`src/rtl/motor_ctrl_pkg.sv`:
```
// Shared definitions for the drive duty sequencer: FSM state encoding,
// default timing parameters and the saturating ramp-step helper.
package motor_ctrl_pkg;

  typedef enum logic [2:0] {
    ST_IDLE  = 3'd0,
    ST_RAMP  = 3'd1,
    ST_BRAKE = 3'd2,
    ST_DEAD  = 3'd3,
    ST_ESTOP = 3'd4
  } state_t;

  localparam int unsigned DEF_PERIOD_CLKS = 256;
  localparam int unsigned DEF_RAMP_DIV    = 4;
  localparam int unsigned DEF_STEP        = 8;
  localparam int unsigned DEF_DEAD_TICKS  = 2;
  localparam int unsigned DEF_WDOG_TICKS  = 64;

  // One ramp step from cur toward tgt, computed in 9 bits so neither
  // direction can wrap; the result lands exactly on tgt instead of overshooting.
  function automatic logic [7:0] ramp_step(input logic [7:0] cur,
                                           input logic [7:0] tgt,
                                           input logic [7:0] step);
    logic [8:0] up;
    logic [8:0] dn;
    up = {1'b0, cur} + {1'b0, step};
    dn = {1'b0, cur} - {1'b0, step};
    if (cur < tgt)
      ramp_step = (up > {1'b0, tgt}) ? tgt : up[7:0];
    else if (cur > tgt)
      ramp_step = (dn[8] || (dn[7:0] < tgt)) ? tgt : dn[7:0];
    else
      ramp_step = cur;
  endfunction

endpackage

```
`src/rtl/pwm_period_tick.sv`:
```
// Free-running PWM period counter. o_tick is high for the single clock in
// which the count sits at PERIOD_CLKS-1, i.e. once per PWM period.
module pwm_period_tick #(
  parameter int unsigned PERIOD_CLKS = 256
) (
  input  logic clk,
  input  logic rst,
  output logic o_tick
);

  localparam int unsigned CW = (PERIOD_CLKS > 2) ? $clog2(PERIOD_CLKS) : 1;
  localparam logic [CW-1:0] LAST = CW'(PERIOD_CLKS - 1);

  logic [CW-1:0] r_cnt;

  // Period counter wraps at PERIOD_CLKS-1.
  // NOTE: state registers use non-blocking assignment so every flop samples pre-edge values.
  always_ff @(posedge clk or posedge rst) begin
    if (rst)                r_cnt <= '0;
    else if (r_cnt == LAST) r_cnt <= '0;
    else                    r_cnt <= r_cnt + CW'(1);
  end

  assign o_tick = (r_cnt == LAST);

endmodule

```
`src/rtl/motor_ramp_ctrl.sv`:
```
// Duty-cycle sequencer for the drive PWM: slews the applied duty toward the
// commanded target on PWM period boundaries, brakes to zero and waits a dead
// time before flipping direction, and forces zero duty on emergency stop.
// Optional command watchdog is built when MOTOR_RAMP_WDOG_EN is defined.
module motor_ramp_ctrl
  import motor_ctrl_pkg::*;
#(
  parameter int unsigned PERIOD_CLKS = DEF_PERIOD_CLKS,
  parameter int unsigned RAMP_DIV    = DEF_RAMP_DIV,
  parameter int unsigned STEP        = DEF_STEP,
  parameter int unsigned DEAD_TICKS  = DEF_DEAD_TICKS,
  parameter int unsigned WDOG_TICKS  = DEF_WDOG_TICKS
) (
  input  logic       clk,
  input  logic       rst,
  input  logic       cmd_valid,
  output logic       cmd_ready,
  input  logic [7:0] cmd_duty,
  input  logic       cmd_dir,
  input  logic       estop,
  input  logic       fault_clr,
  output logic [7:0] duty,
  output logic       dir,
  output logic       busy,
  output logic       fault,
  output logic       wdog_to
);

  if (RAMP_DIV == 0 || DEAD_TICKS == 0 || WDOG_TICKS == 0 || STEP == 0 || STEP > 255)
  begin : g_param_check
    $error("motor_ramp_ctrl: illegal timing parameter");
  end

  localparam logic [7:0]  STEP8     = 8'(STEP);
  localparam logic [15:0] DIV_LAST  = 16'(RAMP_DIV - 1);
  localparam logic [15:0] DEAD_LAST = 16'(DEAD_TICKS - 1);

  state_t      r_state;
  logic [7:0]  r_duty;
  logic [7:0]  r_tgt;
  logic        r_dir;
  logic        r_tdir;
  logic        r_fault;
  logic [15:0] r_div;
  logic [15:0] r_dead;

  logic        w_tick;
  logic        w_accept;
  logic        w_step;
  logic        w_wdog_fire;
  logic [7:0]  w_ramp_duty;
  logic [7:0]  w_brake_duty;

  pwm_period_tick #(.PERIOD_CLKS(PERIOD_CLKS)) u_tick (
    .clk    (clk),
    .rst    (rst),
    .o_tick (w_tick)
  );

  // estop drops ready combinationally so a same-cycle command is never taken.
  assign cmd_ready    = ((r_state == ST_IDLE) || (r_state == ST_RAMP)) && !estop;
  assign w_accept     = cmd_valid && cmd_ready;
  assign w_step       = w_tick && (r_div == DIV_LAST);
  assign w_ramp_duty  = ramp_step(r_duty, r_tgt, STEP8);
  assign w_brake_duty = ramp_step(r_duty, 8'd0, STEP8);

`ifdef MOTOR_RAMP_WDOG_EN
  localparam logic [15:0] WDOG_LAST = 16'(WDOG_TICKS - 1);
  localparam logic [15:0] WDOG_FULL = 16'(WDOG_TICKS);

  logic [15:0] r_wdog_cnt;
  logic        r_wdog_to;

  // Fires once on the tick that completes WDOG_TICKS ticks without a command.
  assign w_wdog_fire = w_tick && (r_wdog_cnt == WDOG_LAST) && !w_accept &&
                       !estop && (r_state != ST_ESTOP);

  // Watchdog tick counter (saturating, frozen in ESTOP) and sticky timeout flag.
  always_ff @(posedge clk or posedge rst) begin
    if (rst) begin
      r_wdog_cnt <= '0;
      r_wdog_to  <= 1'b0;
    end else begin
      if (w_accept)
        r_wdog_cnt <= '0;
      else if (w_tick && (r_state != ST_ESTOP) && (r_wdog_cnt != WDOG_FULL))
        r_wdog_cnt <= r_wdog_cnt + 16'd1;
      if (w_accept)         r_wdog_to <= 1'b0;
      else if (w_wdog_fire) r_wdog_to <= 1'b1;
    end
  end

  assign wdog_to = r_wdog_to;
`else
  assign w_wdog_fire = 1'b0;
  assign wdog_to     = 1'b0;
`endif

  // Sequencer FSM: command intake, tick-aligned ramp, brake, dead time, e-stop.
  always_ff @(posedge clk or posedge rst) begin
    if (rst) begin
      r_state <= ST_IDLE;
      r_duty  <= '0;
      r_tgt   <= '0;
      r_dir   <= 1'b0;
      r_tdir  <= 1'b0;
      r_fault <= 1'b0;
      r_div   <= '0;
      r_dead  <= '0;
    end else if (estop) begin
      r_state <= ST_ESTOP;
      r_duty  <= '0;
      r_tgt   <= '0;
      r_fault <= 1'b1;
      r_div   <= '0;
      r_dead  <= '0;
    end else begin
      // The divider only runs while the duty is slewing; later branches clear it.
      if (w_tick && ((r_state == ST_RAMP) || (r_state == ST_BRAKE)))
        r_div <= w_step ? '0 : r_div + 16'd1;

      unique case (r_state)
        ST_IDLE, ST_RAMP: begin
          if (w_accept) begin
            // A command edge only re-plans; duty moves on a later step.
            r_tgt  <= cmd_duty;
            r_tdir <= cmd_dir;
            if (cmd_dir == r_dir) begin
              if (cmd_duty != r_duty) begin
                r_state <= ST_RAMP;
              end else begin
                r_state <= ST_IDLE;
                r_div   <= '0;
              end
            end else if (r_duty == 8'd0) begin
              r_state <= ST_DEAD;
              r_div   <= '0;
              r_dead  <= '0;
            end else begin
              r_state <= ST_BRAKE;
            end
          end else if ((r_state == ST_RAMP) && w_step) begin
            r_duty <= w_ramp_duty;
            if (w_ramp_duty == r_tgt) begin
              r_state <= ST_IDLE;
              r_div   <= '0;
            end
          end
        end
        ST_BRAKE: begin
          if (w_step) begin
            r_duty <= w_brake_duty;
            if (w_brake_duty == 8'd0) begin
              r_state <= ST_DEAD;
              r_div   <= '0;
              r_dead  <= '0;
            end
          end
        end
        ST_DEAD: begin
          if (w_tick) begin
            if (r_dead == DEAD_LAST) begin
              r_dir   <= r_tdir;
              r_dead  <= '0;
              r_state <= (r_tgt != 8'd0) ? ST_RAMP : ST_IDLE;
            end else begin
              r_dead <= r_dead + 16'd1;
            end
          end
        end
        ST_ESTOP: begin
          if (fault_clr) begin
            r_state <= ST_IDLE;
            r_fault <= 1'b0;
          end
        end
        default: r_state <= ST_IDLE;
      endcase

      // Watchdog timeout overrides the plan: wind the duty back down to zero.
      if (w_wdog_fire) begin
        r_tgt <= '0;
        if (r_duty != 8'd0) r_state <= ST_RAMP;
      end
    end
  end

  assign duty  = r_duty;
  assign dir   = r_dir;
  assign fault = r_fault;
  assign busy  = (r_state != ST_IDLE);

endmodule

```
`config.mk`:
```
export PLATFORM = sky130hd
export DESIGN_NAME = motor_ramp_ctrl
export DESIGN_NICKNAME = d
export VERILOG_FILES = /design/src/rtl/motor_ctrl_pkg.sv /design/src/rtl/pwm_period_tick.sv /design/src/rtl/motor_ramp_ctrl.sv
export SDC_FILE = /design/constraint.sdc
export NUM_CORES = 1
export LEC_CHECK = 0
export BUFFER_PORTS_ARGS = -buffer_cell sky130_fd_sc_hd__buf_2
export CAP_MARGIN = 20
export CORE_MARGIN = 2
export CORE_UTILIZATION = 30
export CTS_CLUSTER_SIZE = 28
export DETAILED_ROUTE_END_ITERATION = 12
export MAX_ROUTING_LAYER = met4
export PLACE_DENSITY = 0.53
export SLEW_MARGIN = 40
export SYNTH_ARGS = -nofsm -noshare
export SYNTH_HDL_FRONTEND = slang
export SYNTH_HIERARCHICAL = 1
export SYNTH_SLANG_ARGS = --single-unit
```
`constraint.sdc`:
```
create_clock -name clk -period 5.2 [get_ports clk]
set_clock_uncertainty 0.1 [all_clocks]
set_input_delay 0.26 -clock clk [delete_from_list [all_inputs] [get_ports clk]]
set_output_delay 0.26 -clock clk [all_outputs]
set_load 0.01 [all_outputs]
```
==> results.sh <==
export IMPL_total_nets_final=586
export IMPL_wl_met3_um=449
export IMPL_place_area_mm2=0.00477
export IMPL_num_vias=4128
export IMPL_cts_root_buffer_cell="sky130_fd_sc_hd__clkbuf_16"
export IMPL_worst_path_most_repeated_cell="sky130_fd_sc_hd__ha_1"
export IMPL_detailed_route_wire_length_mm=12.5
export IMPL_synth_seq_area_share=0.348
export IMPL_num_clock_sinks=62
export IMPL_layout_cell_share_with_drive_strength_beyond_1=0.110
export IMPL_power_frac_comb=0.489
export IMPL_syn_nets=564
export IMPL_place_detailed_hpwl_mm=9.15
export IMPL_p_sw_mw=1.07
export IMPL_clk_latency_ps=330
export IMPL_route_detailed_wl_per_inst_um=17.0
export IMPL_number_of_synthesized_flops_with_an_enable_pin=0
export IMPL_grt_first_pass_wirelength_mm=20.8
export IMPL_yosys_cell_count_top_type="sky130_fd_sc_hd__dfrtp_1"
export IMPL_slew_violations=0
export IMPL_grt_start_max_net_pins=55
export IMPL_final_min_clock_period_ps=4230
export IMPL_power_internal_mw=1.54
export IMPL_cp_num_buf_inv=1
export IMPL_leading_post_synthesis_cells_by_cell_area="sky130_fd_sc_hd__dfrtp_1, sky130_fd_sc_hd__ha_1, sky130_fd_sc_hd__nor2_1"
export IMPL_worst_setup_path_start_kind="flop"
export IMPL_synth_distinct_cells=63
export IMPL_final_core_utilization=0.355
export IMPL_critical_path_arrival_ps=4350
export IMPL_worstPathRequired_ps=5320
export IMPL_max_freq_ghz=0.236
export IMPL_initial_core_util=0.307
export IMPL_unrepaired_setup_endpoints_after_global_routing="no"
export IMPL_post_synth_inst_count=527
export IMPL_wl_met2_mm=5.87
export IMPL_synth_ff_type="sky130_fd_sc_hd__dfrtp_1"
export IMPL_highest_cell_delay_on_the_worst_timing_path_ps=540
export IMPL_gp_congestion=0.898
export IMPL_report_final_hold_viol_count=0
export IMPL_layoutNonFillerInstCount=738
export IMPL_worstPathCellList="inv_1 -> ha_1 -> nor3b_1 -> xor2_1 -> ha_1 -> nand4_1 -> a211oi_1 -> nor2_1 -> or3_1 -> a311o_1 -> a41oi_1 -> mux2_2"
export IMPL_fin_crit_sh=0.813
export IMPL_leakagePower_nw=2.18
export IMPL_io_buffer_count=25
export IMPL_final_cell_area_mm2=0.00516
export IMPL_placeableCoreArea_mm2=0.0145
export IMPL_async_flop_share=1.00
export IMPL_drtAntennaViolNets=0
export IMPL_setup_violations_final=0
export IMPL_ios=27
export IMPL_timing_critical_path_max_delay_family="simple AND/OR/NAND/NOR gates"
export IMPL_synth_largest_type_area_fraction=0.348
export IMPL_setup_worst_path_class="reg2reg"
export IMPL_first_global_vias=3952
export IMPL_sum_of_internal_switching_and_leakage_power_mw=2.61
export IMPL_tightest_pin_transition_ps=790
export IMPL_synth_common_cells="sky130_fd_sc_hd__dfrtp_1, sky130_fd_sc_hd__nor2_1, sky130_fd_sc_hd__nand2_1"
export IMPL_critical_path_peak_fanout=12
export IMPL_setup_tns_ps=0
export IMPL_route_layer_met1_wl_mm=5.93
export IMPL_post_synth_top_area_cell="sky130_fd_sc_hd__dfrtp_1"
export IMPL_ctsHtreeMaxLevel=3
export IMPL_grt_overflow_total=0
export IMPL_yosys_register_bits=62
export IMPL_postSynthAreaPerCell_um2=8.46
export IMPL_drt_drc_violations_left=0
export IMPL_dieWidth_um=126
export IMPL_max_clock_path_buffers=2
export IMPL_timing_hold_worst_class="in2reg"
export IMPL_fp_dieArea_mm2=0.0159
export IMPL_numCtsBuffers=9
export IMPL_power_density_cell_area_mw_per_mm2=506
export IMPL_viasPerCell=5.59
export IMPL_clock_power_share=0.285
export IMPL_synth_warn=6
export IMPL_drt_pre_antenna_iters=6
export IMPL_post_place_cells=720
export IMPL_ir_worst_vdd_uv=202
export IMPL_slew_limit_headroom=0.471
export IMPL_global_route_usage_total=0.165
export IMPL_route_top_layer_used="met4"
export IMPL_crit_path_top_delay_cell="sky130_fd_sc_hd__dfrtp_1"
export IMPL_max_cap_violations=0
export IMPL_post_synth_instance_area_mm2=0.00446
export IMPL_seq_power_share=0.226
export IMPL_syn2layout_area_growth_pct=15.7
export IMPL_worst_r2r_setup_slack_ps=970
export IMPL_status="finished clean"
export IMPL_cts_tree="yes"
export IMPL_drt_iter0_markers=294
export IMPL_initial_antenna_violation_count=0
export IMPL_number_of_inserted_filler_cells_in_the_final_layout=1517
export IMPL_fp_row_count=44
export IMPL_crit_path_end_kind="flop"
export IMPL_insertedDiodeCount=0
export IMPL_multiInputGateArea_mm2=0.00274
export IMPL_net_sw_frac=0.410
export IMPL_register_area_mm2=0.00155
export IMPL_cts_reportedPaths_clkPinSlew_ps=60
export IMPL_die_height_um=126
-- power by group through the flow --
stage	Clock (mW)	Combinational [mW]	Sequential, mW
CTS	0.759	1.25	0.588
finish	0.744	1.28	0.590
detailed placement	0	1.25	0.597
global placement	0	1.24	0.595
floorplan	0	0.961	0.560
global route	0.781	1.39	0.597
-- stage by stage --
step / setup slack [ps] / hold WS (ps)
final: 970 / 53.3
after global routing: 774 / 69.2
after CTS: 1040 / 42.8
after detailed placement: 1070 / 142
after global placement: 1200 / 140
after floorplan: 1320 / -24.3
-- placed cells by master (no fill, tap or decap), types with 4 or more instances in the layout --
cell type,synthesis,final
sky130_fd_sc_hd__nand4_1,17,17
sky130_fd_sc_hd__and3_1,8,8
sky130_fd_sc_hd__bufinv_16,0,4
sky130_fd_sc_hd__mux2_2,4,4
sky130_fd_sc_hd__buf_2,4,25
sky130_fd_sc_hd__a21o_1,8,8
sky130_fd_sc_hd__and2_1,4,4
sky130_fd_sc_hd__nand2b_1,11,11
sky130_fd_sc_hd__dfrtp_1,62,62
sky130_fd_sc_hd__nor3_1,17,17
sky130_fd_sc_hd__ha_1,23,23
sky130_fd_sc_hd__a21oi_1,23,23
sky130_fd_sc_hd__a31oi_1,8,8
sky130_fd_sc_hd__xor2_1,21,21
sky130_fd_sc_hd__inv_1,19,18
sky130_fd_sc_hd__a22oi_1,4,4
sky130_fd_sc_hd__or3_1,4,4
sky130_fd_sc_hd__clkbuf_16,0,9
sky130_fd_sc_hd__nor2_1,55,55
sky130_fd_sc_hd__o21bai_1,4,4
sky130_fd_sc_hd__xnor2_1,17,17
sky130_fd_sc_hd__mux2i_1,4,4
sky130_fd_sc_hd__nor4_1,9,9
sky130_fd_sc_hd__nor2b_1,5,5
sky130_fd_sc_hd__nand3_1,23,23
sky130_fd_sc_hd__a22o_1,8,8
sky130_fd_sc_hd__nand2_1,43,43
sky130_fd_sc_hd__o31ai_1,12,12
sky130_fd_sc_hd__buf_4,1,7
sky130_fd_sc_hd__o21ai_0,32,32
-- final cells by class --
| class | instances | share of cell area |
|---|---|---|
| clock buffers | 9 | 0.0437 |
| clock inverters | 7 | 0.0284 |
| inverters | 20 | 0.0146 |
| multi-input cells | 423 | 0.531 |
| flip-flops and latches | 62 | 0.301 |
| well taps | 184 | 0.0446 |
| repair buffers | 33 | 0.0364 |
-- path summary, 6_finish.rpt --
kind / from / endpoint / depth (start not counted)
worst max-delay path: duty[4]$_DFFE_PP0P_ / r_state[0]$_DFFE_PP0P_ / 12
worst min-delay path: fault_clr / r_state[2]$_DFFE_PP0P_ / 2
worst max register to register: duty[4]$_DFFE_PP0P_ / r_state[0]$_DFFE_PP0P_ / 12
worst min register to register: u_tick/r_cnt[0]$_DFF_PP0_ / u_tick/r_cnt[0]$_DFF_PP0_ / 1
max in group asynchronous: rst / r_dead[15]$_DFFE_PP0P_ / 4
min in group asynchronous: rst / u_tick/r_cnt[7]$_DFF_PP0_ / 3
-- sequential cells by signal (all words and copies together) (netlist names) --
register,flops
duty,8
u_tick/r_cnt,8
r_dead,16
fault,1
r_tdir,1
r_state,3
dir,1
r_tgt,8
r_div,16
-- per-layer routing --
metal  vias up  global-route usage
li1       1991                   -
met1      2024               0.220
met2        91               0.255
met3        22              0.0234
met4         0              0.0608
met5         -                   -
-- worst reg2reg max path: stages, from the launching register on --
cell and delay, ps:
sky130_fd_sc_hd__dfrtp_1 540, sky130_fd_sc_hd__inv_1 160, sky130_fd_sc_hd__ha_1 320, sky130_fd_sc_hd__nor3b_1 280, sky130_fd_sc_hd__xor2_1 430, sky130_fd_sc_hd__ha_1 240
sky130_fd_sc_hd__nand4_1 150, sky130_fd_sc_hd__a211oi_1 450, sky130_fd_sc_hd__nor2_1 220, sky130_fd_sc_hd__or3_1 370, sky130_fd_sc_hd__a311o_1 320, sky130_fd_sc_hd__a41oi_1 210
sky130_fd_sc_hd__mux2_2 350
-- cell families after synthesis --
logic type	after synthesis	synth area share
and+or+nand+nor	209	0.233
AOI/OAI and AO/OA	144	0.223
DFF	62	0.348
buffers and inverters	42	0.0373
xor gates and xnor gates	38	0.0747
adders and majority gates	23	0.0646
muxes	8	0.0191
other	1	0.000841
-- what timing repair did --
action | CTS | global route
hold endpoints to repair | 8 | 0
resized for setup | 0 | 0
hold buffers | 1 | 0
buffers inserted | 0 | 0
Note: power is estimated with default switching activity, not from simulation.
